$ cat src/rtl/rs485_pkg.sv
// Shared constants and state encodings for the RS485 command receiver.
// Frame: start, 8 data bits LSB first, flag (1 = address), stop.
package rs485_pkg;

  localparam int FRAME_BITS = 11;
  localparam int DATA_BITS  = FRAME_BITS - 3;

  localparam logic FLAG_ADDR = 1'b1;
  localparam logic FLAG_DATA = 1'b0;

  typedef enum logic [2:0] {
    B_IDLE,
    B_START,
    B_DATA,
    B_FLAG,
    B_STOP,
    B_WAIT_HIGH
  } bit_state_e;

  typedef enum logic [1:0] {
    F_HUNT,
    F_COLLECT,
    F_HOLD
  } frame_state_e;

endpackage

$ cat src/rtl/rs485_bit_rx.sv
// Synchronizer plus bit FSM: turns the rx line into byte/flag frames.
// Ports: clk, reset, rx, rx_en in; o_byte, o_flag, o_frame_done, o_frame_err, o_idle out.
module rs485_bit_rx
  import rs485_pkg::*;
#(
  parameter int CLKS_PER_BIT = 16
) (
  input  logic       clk,
  input  logic       reset,
  input  logic       rx,
  input  logic       rx_en,
  output logic [7:0] o_byte,
  output logic       o_flag,
  output logic       o_frame_done,
  output logic       o_frame_err,
  output logic       o_idle
);

  localparam int CW = $clog2(CLKS_PER_BIT);
  localparam logic [CW-1:0] LAST = CW'(CLKS_PER_BIT - 1);
  localparam logic [CW-1:0] HALF = CW'(CLKS_PER_BIT / 2 - 1);
  localparam logic [2:0] LAST_BIT = 3'(DATA_BITS - 1);

  logic          r_s1;
  logic          r_s2;
  logic          r_prev;
  bit_state_e    r_state;
  logic [CW-1:0] r_cnt;
  logic [2:0]    r_bit;
  logic [7:0]    r_sh;
  logic          r_flag;
  logic          r_done;
  logic          r_err;

  logic w_fall;
  logic w_tick;

  assign w_fall = r_prev & ~r_s2;
  assign w_tick = (r_cnt == LAST);

  assign o_byte       = r_sh;
  assign o_flag       = r_flag;
  assign o_frame_done = r_done;
  assign o_frame_err  = r_err;
  assign o_idle       = (r_state == B_IDLE);

  always_ff @(posedge clk or posedge reset) begin
    if (reset) begin
      r_s1    <= 1'b1;
      r_s2    <= 1'b1;
      r_prev  <= 1'b1;
      r_state <= B_IDLE;
      r_cnt   <= '0;
      r_bit   <= '0;
      r_sh    <= '0;
      r_flag  <= 1'b0;
      r_done  <= 1'b0;
      r_err   <= 1'b0;
    end else begin
      r_s1   <= rx;
      r_s2   <= r_s1;
      r_prev <= r_s2;
      r_done <= 1'b0;
      r_err  <= 1'b0;
      if (!rx_en) begin
        r_state <= B_IDLE;
        r_cnt   <= '0;
      end else begin
        case (r_state)
          B_IDLE: begin
            if (w_fall) begin
              r_state <= B_START;
              r_cnt   <= '0;
            end
          end
          B_START: begin
            if (r_cnt == HALF) begin
              r_cnt   <= '0;
              r_bit   <= '0;
              r_state <= r_s2 ? B_IDLE : B_DATA;
            end else begin
              r_cnt <= r_cnt + 1'b1;
            end
          end
          B_DATA: begin
            if (w_tick) begin
              r_cnt <= '0;
              r_sh  <= {r_s2, r_sh[7:1]};
              if (r_bit == LAST_BIT) begin
                r_state <= B_FLAG;
              end else begin
                r_bit <= r_bit + 1'b1;
              end
            end else begin
              r_cnt <= r_cnt + 1'b1;
            end
          end
          B_FLAG: begin
            if (w_tick) begin
              r_cnt   <= '0;
              r_flag  <= r_s2;
              r_state <= B_STOP;
            end else begin
              r_cnt <= r_cnt + 1'b1;
            end
          end
          B_STOP: begin
            if (w_tick) begin
              r_cnt <= '0;
              if (r_s2) begin
                r_done  <= 1'b1;
                r_state <= B_IDLE;
              end else begin
                r_err   <= 1'b1;
                r_state <= B_WAIT_HIGH;
              end
            end else begin
              r_cnt <= r_cnt + 1'b1;
            end
          end
          B_WAIT_HIGH: begin
            if (r_s2) begin
              r_state <= B_IDLE;
            end
          end
          default: r_state <= B_IDLE;
        endcase
      end
    end
  end

endmodule

$ cat src/rtl/rs485_cmd_receiver.sv
// Address-filtered RS485 command receiver with valid/ready output.
// Ports: clk, reset, rx, rx_en, cmd_ready in; cmd_data, cmd_valid, pulses, busy out.
module rs485_cmd_receiver
  import rs485_pkg::*;
#(
  parameter int         CLKS_PER_BIT = 16,
  parameter logic [7:0] SLAVE_ADDR   = 8'h01,
  parameter int         CMD_BYTES    = 2,
  parameter int         TIMEOUT_BITS = 32
) (
  input  logic                   clk,
  input  logic                   reset,
  input  logic                   rx,
  input  logic                   rx_en,
  output logic [8*CMD_BYTES-1:0] cmd_data,
  output logic                   cmd_valid,
  input  logic                   cmd_ready,
  output logic                   addr_match,
  output logic                   frame_err,
  output logic                   timeout,
  output logic                   overrun,
  output logic                   busy
);

  localparam int IDXW  = $clog2(CMD_BYTES + 1);
  localparam int LIMIT = TIMEOUT_BITS * CLKS_PER_BIT;
  localparam int TW    = $clog2(LIMIT + 1);

  logic [7:0] w_byte;
  logic       w_flag;
  logic       w_done;
  logic       w_err;
  logic       w_idle;
  logic       w_addr_hit;
  logic       w_data_fr;

  frame_state_e           r_state;
  logic [IDXW-1:0]        r_idx;
  logic [TW-1:0]          r_tcnt;
  logic [8*CMD_BYTES-1:0] r_data;
  logic                   r_valid;
  logic                   r_am;
  logic                   r_ferr;
  logic                   r_to;
  logic                   r_ov;

  rs485_bit_rx #(
    .CLKS_PER_BIT(CLKS_PER_BIT)
  ) u_bit_rx (
    .clk         (clk),
    .reset       (reset),
    .rx          (rx),
    .rx_en       (rx_en),
    .o_byte      (w_byte),
    .o_flag      (w_flag),
    .o_frame_done(w_done),
    .o_frame_err (w_err),
    .o_idle      (w_idle)
  );

  assign w_addr_hit = w_done && (w_flag == FLAG_ADDR)
                      && (w_byte == SLAVE_ADDR);
  assign w_data_fr  = w_done && (w_flag == FLAG_DATA);

  assign cmd_data   = r_data;
  assign cmd_valid  = r_valid;
  assign addr_match = r_am;
  assign frame_err  = r_ferr;
  assign timeout    = r_to;
  assign overrun    = r_ov;
  assign busy       = (r_state != F_HUNT);

  always_ff @(posedge clk or posedge reset) begin
    if (reset) begin
      r_state <= F_HUNT;
      r_idx   <= '0;
      r_tcnt  <= '0;
      r_data  <= '0;
      r_valid <= 1'b0;
      r_am    <= 1'b0;
      r_ferr  <= 1'b0;
      r_to    <= 1'b0;
      r_ov    <= 1'b0;
    end else begin
      r_am   <= 1'b0;
      r_to   <= 1'b0;
      r_ov   <= 1'b0;
      r_ferr <= w_err;
      case (r_state)
        F_HUNT: begin
          r_tcnt <= '0;
          if (w_addr_hit) begin
            r_am    <= 1'b1;
            r_idx   <= '0;
            r_state <= F_COLLECT;
          end
        end
        F_COLLECT: begin
          if (w_data_fr) begin
            r_tcnt <= '0;
            for (int i = 0; i < CMD_BYTES; i++) begin
              if (r_idx == IDXW'(i)) begin
                r_data[8*i +: 8] <= w_byte;
              end
            end
            r_idx <= r_idx + 1'b1;
            if (r_idx == IDXW'(CMD_BYTES - 1)) begin
              r_valid <= 1'b1;
              r_state <= F_HOLD;
            end
          end else if (w_addr_hit) begin
            r_am   <= 1'b1;
            r_idx  <= '0;
            r_tcnt <= '0;
          end else if (w_done || w_err) begin
            r_state <= F_HUNT;
          end else if (!w_idle) begin
            // a start bit arrived: the inter-frame gap is over
            r_tcnt <= '0;
          end else if (rx_en) begin
            if (r_tcnt == TW'(LIMIT - 1)) begin
              r_to    <= 1'b1;
              r_state <= F_HUNT;
            end else begin
              r_tcnt <= r_tcnt + 1'b1;
            end
          end
        end
        F_HOLD: begin
          if (w_done || w_err) begin
            r_ov <= 1'b1;
          end
          if (r_valid && cmd_ready) begin
            r_valid <= 1'b0;
            r_state <= F_HUNT;
          end
        end
        default: r_state <= F_HUNT;
      endcase
    end
  end

endmodule
$ cat config.mk
export PLATFORM = sky130hd
export DESIGN_NAME = rs485_cmd_receiver
export DESIGN_NICKNAME = d
export VERILOG_FILES = /design/src/rtl/rs485_pkg.sv /design/src/rtl/rs485_bit_rx.sv /design/src/rtl/rs485_cmd_receiver.sv
export SDC_FILE = /design/constraint.sdc
export NUM_CORES = 1
export LEC_CHECK = 0
export ABC_AREA = 1
export ABC_CLOCK_PERIOD_IN_PS = 2750
export CAP_MARGIN = 20
export CORE_ASPECT_RATIO = 0.6
export CORE_UTILIZATION = 50
export DETAILED_ROUTE_END_ITERATION = 6
export GPL_TIMING_DRIVEN = 0
export PLACE_DENSITY_LB_ADDON = 0.25
export SLEW_MARGIN = 10
export SYNTH_ARGS = -nofsm -noshare
export SYNTH_HDL_FRONTEND = slang
export SYNTH_SLANG_ARGS = --single-unit
$ cat constraint.sdc
create_clock -name clk -period 2.75 [get_ports clk]
set_clock_uncertainty 0.2 [all_clocks]
set_input_delay 0.55 -clock clk [delete_from_list [all_inputs] [get_ports clk]]
set_output_delay 0.55 -clock clk [all_outputs]
set_load 0.01 [all_outputs]
# == Word level (Yosys, flattened, before mapping) ==
# Index checks and enable logic that the tools add are counted.
# op_classes
addsub,4
n_eq_ne,36
mux,64
bitwise_logic,3
reduce_logical,23
# op_table
cell,count
$mux 10,6
$mux 3,12
$mux 2,12
$mux 1,22
$ne 3x2->1 const B,7
$pmux 10 s2,1
$pmux 3 s6,1
$mux 4,4
$ne 4x4->1 const B,4
$reduce_and 7->1,2
$pmux 4 s3,1
$reduce_and 3->1,4
$add 10x1->10 const B,1
$eq 10x9->1 const B,1
$ne 2x2->1 const B,5
$ne 5x5->1 const B,2
$eq 3x3->1 const B,3
$eq 8x1->1 const B,1
$reduce_and 4->1,2
$reduce_bool 2->1,4
$eq 3x2->1 const B,2
$ne 3x3->1 const B,2
$pmux 2 s3,1
$pmux 3 s2,1
other kinds (21),29
# totals
ff_bits,59
input_bits,5
output_inout_bits,22

# == Longest topological paths before layout ==
# logic_depth
word_depth,8
depth_mapped,11

# == Modules after synthesis ==
# A second synthesis with hierarchy kept.
# unflattened
cells_unflattened,374
hier_area_um2,3149.3
# by_module_without_submodules
module,n_inst,cells_per_inst,area_per_inst_um2,seq_area_each_um2
rs485_cmd_receiver,1,240,1829.3,875.8
rs485_bit_rx,1,134,1320.0,604.3

# == Worst setup path after synthesis ==
# Ideal clock, no wire load.
# synth_path
path_type,input -> register
start,input rx_en
end,register u_bit_rx.r_cnt[2]
arrival_ns,1.420
t_required_ns,2.431
setup_slack_ns,1.010
path_stages,6
path_cell_list,clkbuf_2 -> inv_1 -> o31ai_1 -> o21bai_1 -> inv_1 -> nor2_1
# synth_between
elab_chain_len,2
# synth_rtl
item,line,rtl
start: declaration,rs485_cmd_receiver.sv:14,"input logic rx_en,"
$ne 4x2->1 (no source line) or $ne 3x2->1 (tied branches),--,
$reduce_and 2->1 (no source line),--,
end signal: assignment,rs485_bit_rx.sv:82,r_cnt <= r_cnt + 1'b1;
end signal: assignment,rs485_bit_rx.sv:95,r_cnt <= r_cnt + 1'b1;
end signal: assignment,rs485_bit_rx.sv:104,r_cnt <= r_cnt + 1'b1;
end: declaration,rs485_bit_rx.sv:28,logic [CW-1:0] r_cnt;
# Several ways; a longest one is shown, not always the timed one.
# A chain may end at the register's enable or synchronous reset.

# == Worst setup path after layout ==
# layout_path
start,register r_state[1]
end,output busy
# layout_between
elab_chain_len,1
# layout_rtl
item,line,rtl
start: declaration,rs485_cmd_receiver.sv:37,frame_state_e r_state;
start signal: assignment,rs485_cmd_receiver.sv:75,r_state <= F_HUNT;
start signal: assignment,rs485_cmd_receiver.sv:95,r_state <= F_COLLECT;
start signal: assignment,rs485_cmd_receiver.sv:109,r_state <= F_HOLD;
$reduce_bool 2->1,rs485_cmd_receiver.sv:71,assign busy = (r_state != F_HUNT);
end: declaration,rs485_cmd_receiver.sv:22,output logic busy
# Every way passes these cells.

==> results.md <==
* Slew HR at 56.49%
* Antenna violations before repair at 0
* Hold path cells at 0
* Worst EP arrival at 1.53 ns
* Synth area leader: dfrtp_1
* First-pass detailed-route iteration total at 4
* CP max-delay cell: clkdlybuf4s50_1
* Core area at 5597 sq um
* Hold_ws at 0.1569 ns
* Register area share after synthesis at 50.79%
* Syn_area_per_cell at 8.186 sq um
* DR DRC count at 0
* DR iter-0 viols at 181
* Filler cell count at 495
* I/O Buffers at 25
* Min-delay src: u_bit_rx.r_s1$_DFF_PP1_
* Commonest non-fill, non-tap cells in the layout: 97 x nand2_1, 56 x dfrtp_1, 48 x nor2_1
* Clk pwr share at 38.0%
* H-tree depth at 3
* CTS sink cnt at 59
* FF-to-FF setup slack at 0.84 ns
* CP max FO at 6
* Sw power at 629.9 uW
* Hold Crit Endpoint: u_bit_rx.r_s2$_DFF_PP1_
* Min Tclk post-route at 2.282 ns
* Fin cells at 478
* Switching share of power at 30.10%
* Fin. Hold Viols at 0
* Pint at 1.463 mW
* Syn nets at 367
* Die Ht at 61.14 um
* Vias in the first global route at 2133
* Most common cell after layout, fill and taps aside: nand2_1
* Diodes inserted at 0
* Row cnt at 21
* Mapped Cells at 356
* Worst Path Class, Setup: reg -> out
* Worst-Margin Slew at 0.6471 ns
* R2R Path Start: r_tcnt[0]$_DFFE_PP0P_
* Top-area cell type share of the netlist area at 48.09%
* RSZ-0062 raised after global routing: false
* Max-cap violations at 0
* Status: finished clean
* Post-Place Setup Slack at 0.7072 ns
* Inst Count DP at 462
* Number of flops mapped to enable cells by yosys at 0
* Leak Pwr at 1.685 nW
* Mapped cell area at 2914 sq um
* WL final at 6102 um
* Post-CTS Hold Buffers at 0
* WL per Instance at 12.77 um
* Part of the power in registers at 45.6%
* VDD IR-drop max at 0.0002994 V
* Crit path cell chain: nor2_1 -> inv_1 -> clkdlybuf4s50_1
* Post-synth ARST share at 100.0%
* Clk root buf: clkbuf_8
* Synth top area cells: dfrtp_1 48%, nand2_1 12%, nor2_1 6.2%
* CTS resizes at 0
* Hpwl dp at 4487 um
* Slowest cell delay on critical path at 0.48 ns
* Critical Path Source Type: flop
* Largest net degree at the start of global routing at 36
* Storage cell area at 1480 sq um
* All-Layer GR Usage at 22.90%
* Final ANT Viol Nets at 0
* Pwr Density at 600.1 nW/um^2
* Nets at 404
* Postcts setup bufs at 0
* Die area at 6147 sq um
* HP Class: reg -> reg
* Final Slew Violations at 0
* Fmax at 0.4383 GHz
* Req. time, crit path at 2.00 ns
* R2R Path End: r_tcnt[3]$_DFFE_PP0P_
* Layout cells sized above 1 at 11.56%
* First-pass GRT wire length at 10320 um
* Multi-input logic area at 1230 sq um
* Gr ovfl total at 0
* Clock Tree Buf Depth at 2
* Worst-skew pair later-pin latency at 0.34 ns
* Synth cell types at 35
* Reg clk slew, reported paths at 0.07 ns
* Syn. warnings at 0
* Worst setup EP type: output pin
* # setup viols final at 0
* Placer Congestion at 0.8416
* Logic pwr share at 16.4%
* Initial core utilization at 52.07%
* Register bit count reported by yosys at 59
* Main synth FF type: dfrtp_1
* Cts bufs inserted at 9
* Total number of vias at 2393
* Fin worst setup slack at 0.4683 ns
* Final Cycle Share at 82.97%
* Area Growth Syn to Fin at 19.66%
* Worst r2r path cells at 9
* # IOs at 27
* CTS tree: done
* Via density at 5.006
* Die Wd at 100.6 um
## power groups by stage
| stage | registers [mW] | logic (mW) | clock network [mW] |
|---|---|---|---|
| final | 0.954 | 0.343 | 0.796 |
| after global routing | 0.959 | 0.394 | 0.853 |
| after CTS | 0.952 | 0.342 | 0.817 |
| after detailed placement | 0.966 | 0.342 | 0 |
| after global placement | 0.966 | 0.326 | 0 |
| after floorplan | 0.957 | 0.261 | 0 |
## final cells by class
class                   count  share of cell area (%)
plain buffers               4                  0.9329
multi-input cells         248                   35.27
clock buffers              10                   3.947
clock inverters             6                   1.866
flip-flops and latches     59                   42.45
inverters                  45                   4.916
repair buffers             26                   7.750
well taps                  80                   2.870
## worst max-delay path by stage
| stage | from | end | slack, ns |
|---|---|---|---|
| 3_5_place_dp | rx_en | u_bit_rx.r_cnt[2]$_DFFE_PP0P_ | 0.71 |
| 5_1_grt | r_state[1]$_DFFE_PP0P_ | busy | 0.41 |
| 3_3_place_gp | reset | addr_match$_DFF_PP0_ | -0.49 |
| 4_1_cts | r_state[1]$_DFFE_PP0P_ | busy | 0.46 |
| 2_1_floorplan | reset | addr_match$_DFF_PP0_ | 0.55 |
| 6_report | r_state[1]$_DFFE_PP0P_ | busy | 0.47 |
## flip-flops by register name (all words and copies together) (netlist names), 2 cells and up
register	flops
r_state	2
u_bit_rx.r_state	3
cmd_data	16
u_bit_rx.o_byte	8
r_idx	2
r_tcnt	10
u_bit_rx.r_bit	3
u_bit_rx.r_cnt	4
## worst max-delay path, delay by kind of cell, from the launching register on
kind | cells | cell delay [ns]
DFF | 1 | 0.45
and+or+nand+nor | 1 | 0.18
buffers and inverters | 2 | 0.57
## metal layers
metal  vias up  wire length (um)  global-route usage (%)
met4         0                78                   9.317
met5         -                 0                       0
met2        67              2480                   32.00
met3         8               410                   6.810
met1      1109              3133                   33.53
li1       1209                 -                       -
## cell families after synthesis
kind of cell	after synthesis	synth area share, %
compound gates	49	9.060
buf+inv	49	6.999
mux	1	0.3864
flops	59	50.79
simple gates	185	28.08
fa+ha+maj	6	2.576
xor+xnor	7	2.104
## per-stage QoR
stage	instance area [sq um]	utilization (%)	power, mW	setup TNS [ns]
final	3487	62.31	2.093	0
after CTS	3487	62.31	2.112	0
after detailed placement	3284	58.69	1.308	0
after floorplan	2914	-	1.218	0
after global placement	3264	58.33	1.292	-27.18
after global routing	3487	62.31	2.206	0
## synthesized netlist by cell type (all sizes together) (2+ instances only)
| cell | count |
|---|---|
| a21oi | 13 |
| a31oi | 2 |
| buf | 3 |
| dfrtp | 56 |
| dfstp | 3 |
| ha | 6 |
| inv | 45 |
| nand2 | 101 |
| nand3 | 21 |
| nand3b | 2 |
| nand4 | 2 |
| nor2 | 55 |
| nor3 | 3 |
| o21ai | 29 |
| o31ai | 2 |
| xnor2 | 2 |
| xor2 | 5 |
Power figures use the tool's default switching activity.
